### src/rtl/calc_pkg.sv
// rtl/calc_pkg.sv - shared state, operator and scan-code constants for calc_entry_fsm
package calc_pkg;

  typedef enum logic [2:0] {
    S_A    = 3'd0,
    S_OP   = 3'd1,
    S_B    = 3'd2,
    S_WAIT = 3'd3,
    S_SHOW = 3'd4
  } state_t;

  localparam logic [1:0] OP_ADD = 2'b00;
  localparam logic [1:0] OP_SUB = 2'b01;
  localparam logic [1:0] OP_MUL = 2'b10;

  // Scan codes, bit 8 is the E0-extended flag
  localparam logic [8:0] KEY_D0       = 9'h070;
  localparam logic [8:0] KEY_D1       = 9'h069;
  localparam logic [8:0] KEY_D2       = 9'h072;
  localparam logic [8:0] KEY_D3       = 9'h07A;
  localparam logic [8:0] KEY_D4       = 9'h06B;
  localparam logic [8:0] KEY_D5       = 9'h073;
  localparam logic [8:0] KEY_D6       = 9'h074;
  localparam logic [8:0] KEY_D7       = 9'h06C;
  localparam logic [8:0] KEY_D8       = 9'h075;
  localparam logic [8:0] KEY_D9       = 9'h07D;
  localparam logic [8:0] KEY_ADD      = 9'h079;
  localparam logic [8:0] KEY_SUB      = 9'h07B;
  localparam logic [8:0] KEY_MUL      = 9'h07C;
  localparam logic [8:0] KEY_ENTER    = 9'h05A;
  localparam logic [8:0] KEY_KP_ENTER = 9'h15A;
  localparam logic [8:0] KEY_BKSP     = 9'h066;
  localparam logic [8:0] KEY_ESC      = 9'h076;

endpackage

### src/rtl/key_classify.sv
// rtl/key_classify.sv - combinational decode of a 9-bit scan code into key classes
module key_classify
  import calc_pkg::*;
(
  input  logic [8:0] last_change,
  output logic       is_digit,
  output logic [3:0] digit,
  output logic       is_op,
  output logic [1:0] op_code,
  output logic       is_enter,
  output logic       is_bksp,
  output logic       is_esc
);

  always_comb begin
    is_digit = 1'b1;
    digit    = 4'd0;
    case (last_change)
      KEY_D0:  digit = 4'd0;
      KEY_D1:  digit = 4'd1;
      KEY_D2:  digit = 4'd2;
      KEY_D3:  digit = 4'd3;
      KEY_D4:  digit = 4'd4;
      KEY_D5:  digit = 4'd5;
      KEY_D6:  digit = 4'd6;
      KEY_D7:  digit = 4'd7;
      KEY_D8:  digit = 4'd8;
      KEY_D9:  digit = 4'd9;
      default: is_digit = 1'b0;
    endcase
  end

  always_comb begin
    is_op   = 1'b1;
    op_code = OP_ADD;
    case (last_change)
      KEY_ADD: op_code = OP_ADD;
      KEY_SUB: op_code = OP_SUB;
      KEY_MUL: op_code = OP_MUL;
      default: is_op = 1'b0;
    endcase
  end

  assign is_enter = (last_change == KEY_ENTER) || (last_change == KEY_KP_ENTER);
  assign is_bksp  = (last_change == KEY_BKSP);
  assign is_esc   = (last_change == KEY_ESC);

endmodule

### src/rtl/calc_entry_fsm.sv
// rtl/calc_entry_fsm.sv - keypad entry sequencer: operand A, operator, operand B, Enter/show
// Optional SIGNED_ENTRY_EN adds neg_a/neg_b sign flags toggled by sub on an empty operand.
module calc_entry_fsm
  import calc_pkg::*;
#(
  parameter int DIGITS = 2,
  parameter int CNT_W  = 3
) (
  input  logic                  clk,
  input  logic                  reset,
  input  logic                  key_valid,
  input  logic [8:0]            last_change,
  output logic [2:0]            state,
  output logic [1:0]            op,
  output logic [4*DIGITS-1:0]   operand_a,
  output logic [4*DIGITS-1:0]   operand_b,
  output logic [CNT_W-1:0]      digit_cnt,
`ifdef SIGNED_ENTRY_EN
  output logic                  neg_a,
  output logic                  neg_b,
`endif
  output logic                  calc_start
);

  localparam int OPW = 4 * DIGITS;
  localparam logic [CNT_W-1:0] LAST_CNT = CNT_W'(DIGITS - 1);

  logic             is_digit, is_op, is_enter, is_bksp, is_esc;
  logic [3:0]       digit;
  logic [1:0]       op_code;

  state_t           state_q, state_d;
  logic [1:0]       op_q, op_d;
  logic [OPW-1:0]   a_q, a_d, b_q, b_d;
  logic [CNT_W-1:0] cnt_q, cnt_d;
  logic             calc_start_q, calc_start_d;
  logic             clear_all;
`ifdef SIGNED_ENTRY_EN
  logic             neg_a_q, neg_a_d, neg_b_q, neg_b_d;
`endif

  key_classify u_key_classify (
    .last_change (last_change),
    .is_digit    (is_digit),
    .digit       (digit),
    .is_op       (is_op),
    .op_code     (op_code),
    .is_enter    (is_enter),
    .is_bksp     (is_bksp),
    .is_esc      (is_esc)
  );

  always_comb begin
    state_d      = state_q;
    op_d         = op_q;
    a_d          = a_q;
    b_d          = b_q;
    cnt_d        = cnt_q;
    calc_start_d = 1'b0;
    clear_all    = 1'b0;
`ifdef SIGNED_ENTRY_EN
    neg_a_d      = neg_a_q;
    neg_b_d      = neg_b_q;
`endif

    case (state_q)
      S_A: begin
        if (key_valid) begin
          if (is_digit) begin
            a_d = (a_q << 4) | OPW'(digit);
            if (cnt_q == LAST_CNT) begin
              cnt_d   = '0;
              state_d = S_OP;
            end else begin
              cnt_d = cnt_q + 1'b1;
            end
          end else if (is_bksp && cnt_q != '0) begin
            a_d   = a_q >> 4;
            cnt_d = cnt_q - 1'b1;
          end else if (is_op && cnt_q != '0) begin
            op_d    = op_code;
            cnt_d   = '0;
            state_d = S_B;
          end
`ifdef SIGNED_ENTRY_EN
          else if (is_op && op_code == OP_SUB) begin
            neg_a_d = ~neg_a_q;
          end
`endif
        end
      end

      S_OP: begin
        if (key_valid && is_op) begin
          op_d    = op_code;
          state_d = S_B;
        end
      end

      S_B: begin
        if (key_valid) begin
          if (is_digit) begin
            b_d = (b_q << 4) | OPW'(digit);
            if (cnt_q == LAST_CNT) begin
              cnt_d   = '0;
              state_d = S_WAIT;
            end else begin
              cnt_d = cnt_q + 1'b1;
            end
          end else if (is_bksp && cnt_q != '0) begin
            b_d   = b_q >> 4;
            cnt_d = cnt_q - 1'b1;
          end else if (is_enter && cnt_q != '0) begin
            state_d      = S_SHOW;
            calc_start_d = 1'b1;
          end
`ifdef SIGNED_ENTRY_EN
          else if (is_op && op_code == OP_SUB && cnt_q == '0) begin
            neg_b_d = ~neg_b_q;
          end
`endif
        end
      end

      S_WAIT: begin
        if (key_valid && is_enter) begin
          state_d      = S_SHOW;
          calc_start_d = 1'b1;
        end
      end

      S_SHOW: begin
        if (key_valid && is_enter) clear_all = 1'b1;
      end

      default: clear_all = 1'b1;
    endcase

    // Escape overrides whatever the state logic decided, and never pulses calc_start
    if (key_valid && is_esc) clear_all = 1'b1;

    if (clear_all) begin
      state_d      = S_A;
      op_d         = OP_ADD;
      a_d          = '0;
      b_d          = '0;
      cnt_d        = '0;
      calc_start_d = 1'b0;
`ifdef SIGNED_ENTRY_EN
      neg_a_d      = 1'b0;
      neg_b_d      = 1'b0;
`endif
    end
  end

  always_ff @(posedge clk) begin
    if (reset) begin
      state_q      <= S_A;
      op_q         <= OP_ADD;
      a_q          <= '0;
      b_q          <= '0;
      cnt_q        <= '0;
      calc_start_q <= 1'b0;
`ifdef SIGNED_ENTRY_EN
      neg_a_q      <= 1'b0;
      neg_b_q      <= 1'b0;
`endif
    end else begin
      state_q      <= state_d;
      op_q         <= op_d;
      a_q          <= a_d;
      b_q          <= b_d;
      cnt_q        <= cnt_d;
      calc_start_q <= calc_start_d;
`ifdef SIGNED_ENTRY_EN
      neg_a_q      <= neg_a_d;
      neg_b_q      <= neg_b_d;
`endif
    end
  end

  assign state      = state_q;
  assign op         = op_q;
  assign operand_a  = a_q;
  assign operand_b  = b_q;
  assign digit_cnt  = cnt_q;
  assign calc_start = calc_start_q;
`ifdef SIGNED_ENTRY_EN
  assign neg_a      = neg_a_q;
  assign neg_b      = neg_b_q;
`endif

endmodule

### config.mk
export PLATFORM = sky130hd
export DESIGN_NAME = calc_entry_fsm
export DESIGN_NICKNAME = d
export VERILOG_FILES = /design/src/rtl/calc_pkg.sv /design/src/rtl/key_classify.sv /design/src/rtl/calc_entry_fsm.sv
export SDC_FILE = /design/constraint.sdc
export NUM_CORES = 1
export LEC_CHECK = 0
export CORE_ASPECT_RATIO = 2
export CORE_MARGIN = 4
export CORE_UTILIZATION = 45
export DETAILED_ROUTE_END_ITERATION = 8
export GPL_ROUTABILITY_DRIVEN = 1
export PLACE_DENSITY = 0.76
export SLEW_MARGIN = 10
export SYNTH_ARGS = -nofsm -noshare
export SYNTH_HDL_FRONTEND = slang
export SYNTH_SLANG_ARGS = --single-unit
### constraint.sdc
create_clock -name clk -period 2.3 [get_ports clk]
set_input_delay 0.23 -clock clk [delete_from_list [all_inputs] [get_ports clk]]
set_output_delay 0.23 -clock clk [all_outputs]
set_load 0.05 [all_outputs]
==> metrics.log <==
INFO  metric setup_viol_count_final = 0
INFO  metric root_buffer = sky130_fd_sc_hd__clkbuf_8
INFO  metric synthesis.yosys.warnings = 0
INFO  metric antenna_violations_before_repair = 0
INFO  metric synth_edf_count = 0
INFO  metric globalplace.congestion = ~0.86
INFO  metric detail_placement_hpwl = 3780 um
INFO  metric syn-num-nets = 218
INFO  metric drt_first_iter_violations = 38
INFO  metric drt.antenna.violating_nets = 0
INFO  metric die-width = around 50 um
INFO  metric worst_setup_ep = digit_cnt[0]
INFO  metric maxCapViolCount = 0
INFO  metric initial_utilization = a little under half
INFO  metric numCtsBuffers = 3
INFO  metric synth.yosys.seq_area_share = a little under a third
INFO  metric route.final.wire_length = around 4600 um
INFO  metric final_cell_mix = sky130_fd_sc_hd__buf_4, sky130_fd_sc_hd__clkdlybuf4s50_1, sky130_fd_sc_hd__nor2_1, sky130_fd_sc_hd__dfxtp_1, sky130_fd_sc_hd__a21oi_1
INFO  metric vias = ~1800
INFO  metric critPathRequiredTime = 2.51 ns
INFO  metric syn_area_per_cell = approximately 7.9 um2
INFO  metric timing_max_transition_violations_final = 0
INFO  metric async_flop_share = 0%
INFO  metric final_hold_viol_count = 0
INFO  metric post_route_hold_slack = 0.469 ns
INFO  metric layout.core_utilization = 69.4%
INFO  metric crit_fanout = 5
INFO  metric global_route.overflow_total = 0
INFO  metric status = finished, final reports clean
INFO  metric tightest_slew = a little over 0.5 ns
INFO  metric grt_util_all_layers = a little over a fifth
INFO  metric final.fill_count = between 200 and 300
INFO  metric buffer_ports.inserted = 36
INFO  metric seq_cells_post_synth = 25
INFO  metric number_of_nets_in_the_finished_design = 286
INFO  metric reg2regPathDepth = 7
INFO  metric critical_path.startpoint = digit_cnt[0]
INFO  metric remaining_drc_errors = 0
INFO  metric grt_start_max_net_pins = 24
INFO  metric floorplan.die_area = 4580 um2
INFO  metric post_route_cells_drive_above_1_share = between 20% and 30%
INFO  metric routed_wl_per_cell = ~15 um
INFO  metric start_kind = flop
INFO  metric clk_latency = about 0.27 ns
INFO  metric ys.flop_type = sky130_fd_sc_hd__dfxtp_1
INFO  metric die_height = around 92 um
INFO  metric clkSlewWorstSetupHoldPaths = ~0.09 ns
INFO  metric post_drt_via_cell_ratio = 5.88
INFO  metric power_per_standard_cell_area = around 360 nW/um2
INFO  metric timing.clock.skew = 0.00483 ns
INFO  metric final.min_clock_period = around 2.2 ns
INFO  metric leakage_power_summed_over_all_cells = between 0.0008 and 0.0009 uW
INFO  metric fin_crit_sh = between 90% and 100%
INFO  metric wire_length_of_the_first_global_routing_pass = 7690 um
INFO  metric first_global_vias = 1794
INFO  metric core_area = between 3000 and 4000 um2
INFO  metric end_kind = flop
INFO  metric row_count = 30
INFO  metric setup.worst_path.class = reg -> reg
INFO  metric synth.lib_cells_used.distinct = 52
INFO  metric grt_setup_unrepaired = no
INFO  metric crit_arrival = 2.42 ns
INFO  metric area_delta_synth_final = 48.4%
INFO  metric synthCells = roughly 200
INFO  metric placedCellCount = 295
INFO  metric htree_num_levels = 1
INFO  metric crit-reg2reg-capture = digit_cnt[0]
INFO  metric detail_route.first_pass.iterations = 4
INFO  metric min_path_type = reg -> reg
INFO  metric maxSlewHeadroom = between 60% and 70%
INFO  metric critical_path.reg2reg.startpoint = digit_cnt[0]
INFO  metric cts_tree = done
INFO  metric most_common_library_cell_in_the_layout_ignoring_fill_and_taps = sky130_fd_sc_hd__buf_4
INFO  metric netlist_area_pre_place = 1580 um2
INFO  metric hold_buffers = 0
INFO  metric max_freq = ~450 MHz
INFO  metric clkSinkCount = 25
INFO  metric finalNonFillerCells = 300
INFO  metric max-vdd-ir-drop = 0.220 mV
INFO  metric cts_buffer_depth = 2
INFO  metric antenna-diode-count = 0
INFO  metric reg2reg_setup_slack = 0.08 ns
INFO  metric boundary_pins = 37
==> cells by family after synthesis <==
group / after synthesis / synth area share, %
buffers and inverters: 18 / 4.28
xor gates and xnor gates: 3 / 1.66
and+or+nand+nor: 90 / 31.7
muxes: 3 / 1.90
adders and majority gates: 5 / 3.96
DFF: 25 / 31.7
AOI/OAI and AO/OA: 57 / 24.8
==> metal layers <==
layer	part of all wire, %	wire length, um	global-route usage [%]	vias to the layer above
met1	36	1650	20.2	824
met3	2.0	94	1.95	21
met5	0	0	0	-
met2	57	2650	40.7	46
li1	-	-	-	874
met4	5.0	234	13.6	0
==> area by class of cell <==
cell class	count	area [um2]	area share, %
inverter	7	26.3	1.12
clock buffer	3	41.3	1.76
sequential	25	509	21.7
clock inverter	1	6.26	0.267
multi-input combinational	158	1030	44.1
timing repair buffer	74	687	29.3
tap	32	40.0	1.71
==> worst min-delay path by stage <==
stage | cells after the start | start | end
4_1_cts | 2 | op[0] | op[0]
2_1_floorplan | 2 | key_valid | calc_start
3_5_place_dp | 2 | op[0] | op[0]
5_1_grt | 2 | op[1] | op[1]
3_3_place_gp | 2 | op[0] | op[0]
6_report | 2 | op[0] | op[0]
==> repair_timing <==
action,in CTS,in global routing
setup endpoints to repair,2,8
setup buffers,0,1
cloned,0,0
resized for setup,4,3
pin swaps,2,3
==> cell usage after synthesis, types with 3 or more instances <==
cell | count | area share [%]
sky130_fd_sc_hd__o21ai_0 | 3 | 0.95
sky130_fd_sc_hd__nand4bb_1 | 3 | 2.1
sky130_fd_sc_hd__nand2b_1 | 13 | 5.1
sky130_fd_sc_hd__nor3_1 | 5 | 1.6
sky130_fd_sc_hd__a21oi_1 | 21 | 6.7
sky130_fd_sc_hd__a211oi_1 | 7 | 3.3
sky130_fd_sc_hd__or3_1 | 4 | 1.6
sky130_fd_sc_hd__clkbuf_1 | 9 | 2.1
sky130_fd_sc_hd__and2_1 | 3 | 1.2
sky130_fd_sc_hd__a31oi_1 | 3 | 1.2
sky130_fd_sc_hd__nor2_1 | 22 | 5.2
sky130_fd_sc_hd__mux2i_1 | 3 | 1.9
sky130_fd_sc_hd__ha_1 | 5 | 4.0
sky130_fd_sc_hd__inv_1 | 7 | 1.7
sky130_fd_sc_hd__dfxtp_1 | 25 | 32
sky130_fd_sc_hd__nand2_1 | 14 | 3.3
sky130_fd_sc_hd__nand3_1 | 9 | 2.9
sky130_fd_sc_hd__and3_1 | 4 | 1.6
==> where the power goes <==
part	switching, uW	leakage (uW)	total [uW]	internal (uW)
Clock	146	0.0000260	270	124
Combinational	65.5	0.000624	132	66.5
Sequential	0.867	0.000203	432	431
Total	212	0.000853	834	622
==> critical path: stages (launching register included) <==
cell and delay, ns:
sky130_fd_sc_hd__dfxtp_4 0.38, sky130_fd_sc_hd__inv_2 0.05, sky130_fd_sc_hd__ha_2 0.19, sky130_fd_sc_hd__nor2b_4 0.13
sky130_fd_sc_hd__or4_4 0.49, sky130_fd_sc_hd__a31o_4 0.26, sky130_fd_sc_hd__or4_4 0.51, sky130_fd_sc_hd__a21oi_2 0.14
==> flip-flops by register name (all words and copies together), names as in the netlist <==
register and count:
calc_start 1, digit_cnt 3, op 2, operand_a 8, operand_b 8, state 3
==> per-stage QoR <==
stage | setup WS (ns) | power, uW | setup TNS [ns] | instance area, um2
2_1_floorplan | 0.00954 | 500 | 0 | 1600
3_3_place_gp | -0.298 | 570 | -3.02 | 2280
3_5_place_dp | -0.350 | 572 | -4.51 | 2280
4_1_cts | 0.0267 | 839 | 0 | 2330
5_1_grt | 0.00379 | 864 | 0 | 2340
6_report | 0.0839 | 834 | 0 | 2340
Note: power is estimated with default switching activity, not from simulation.
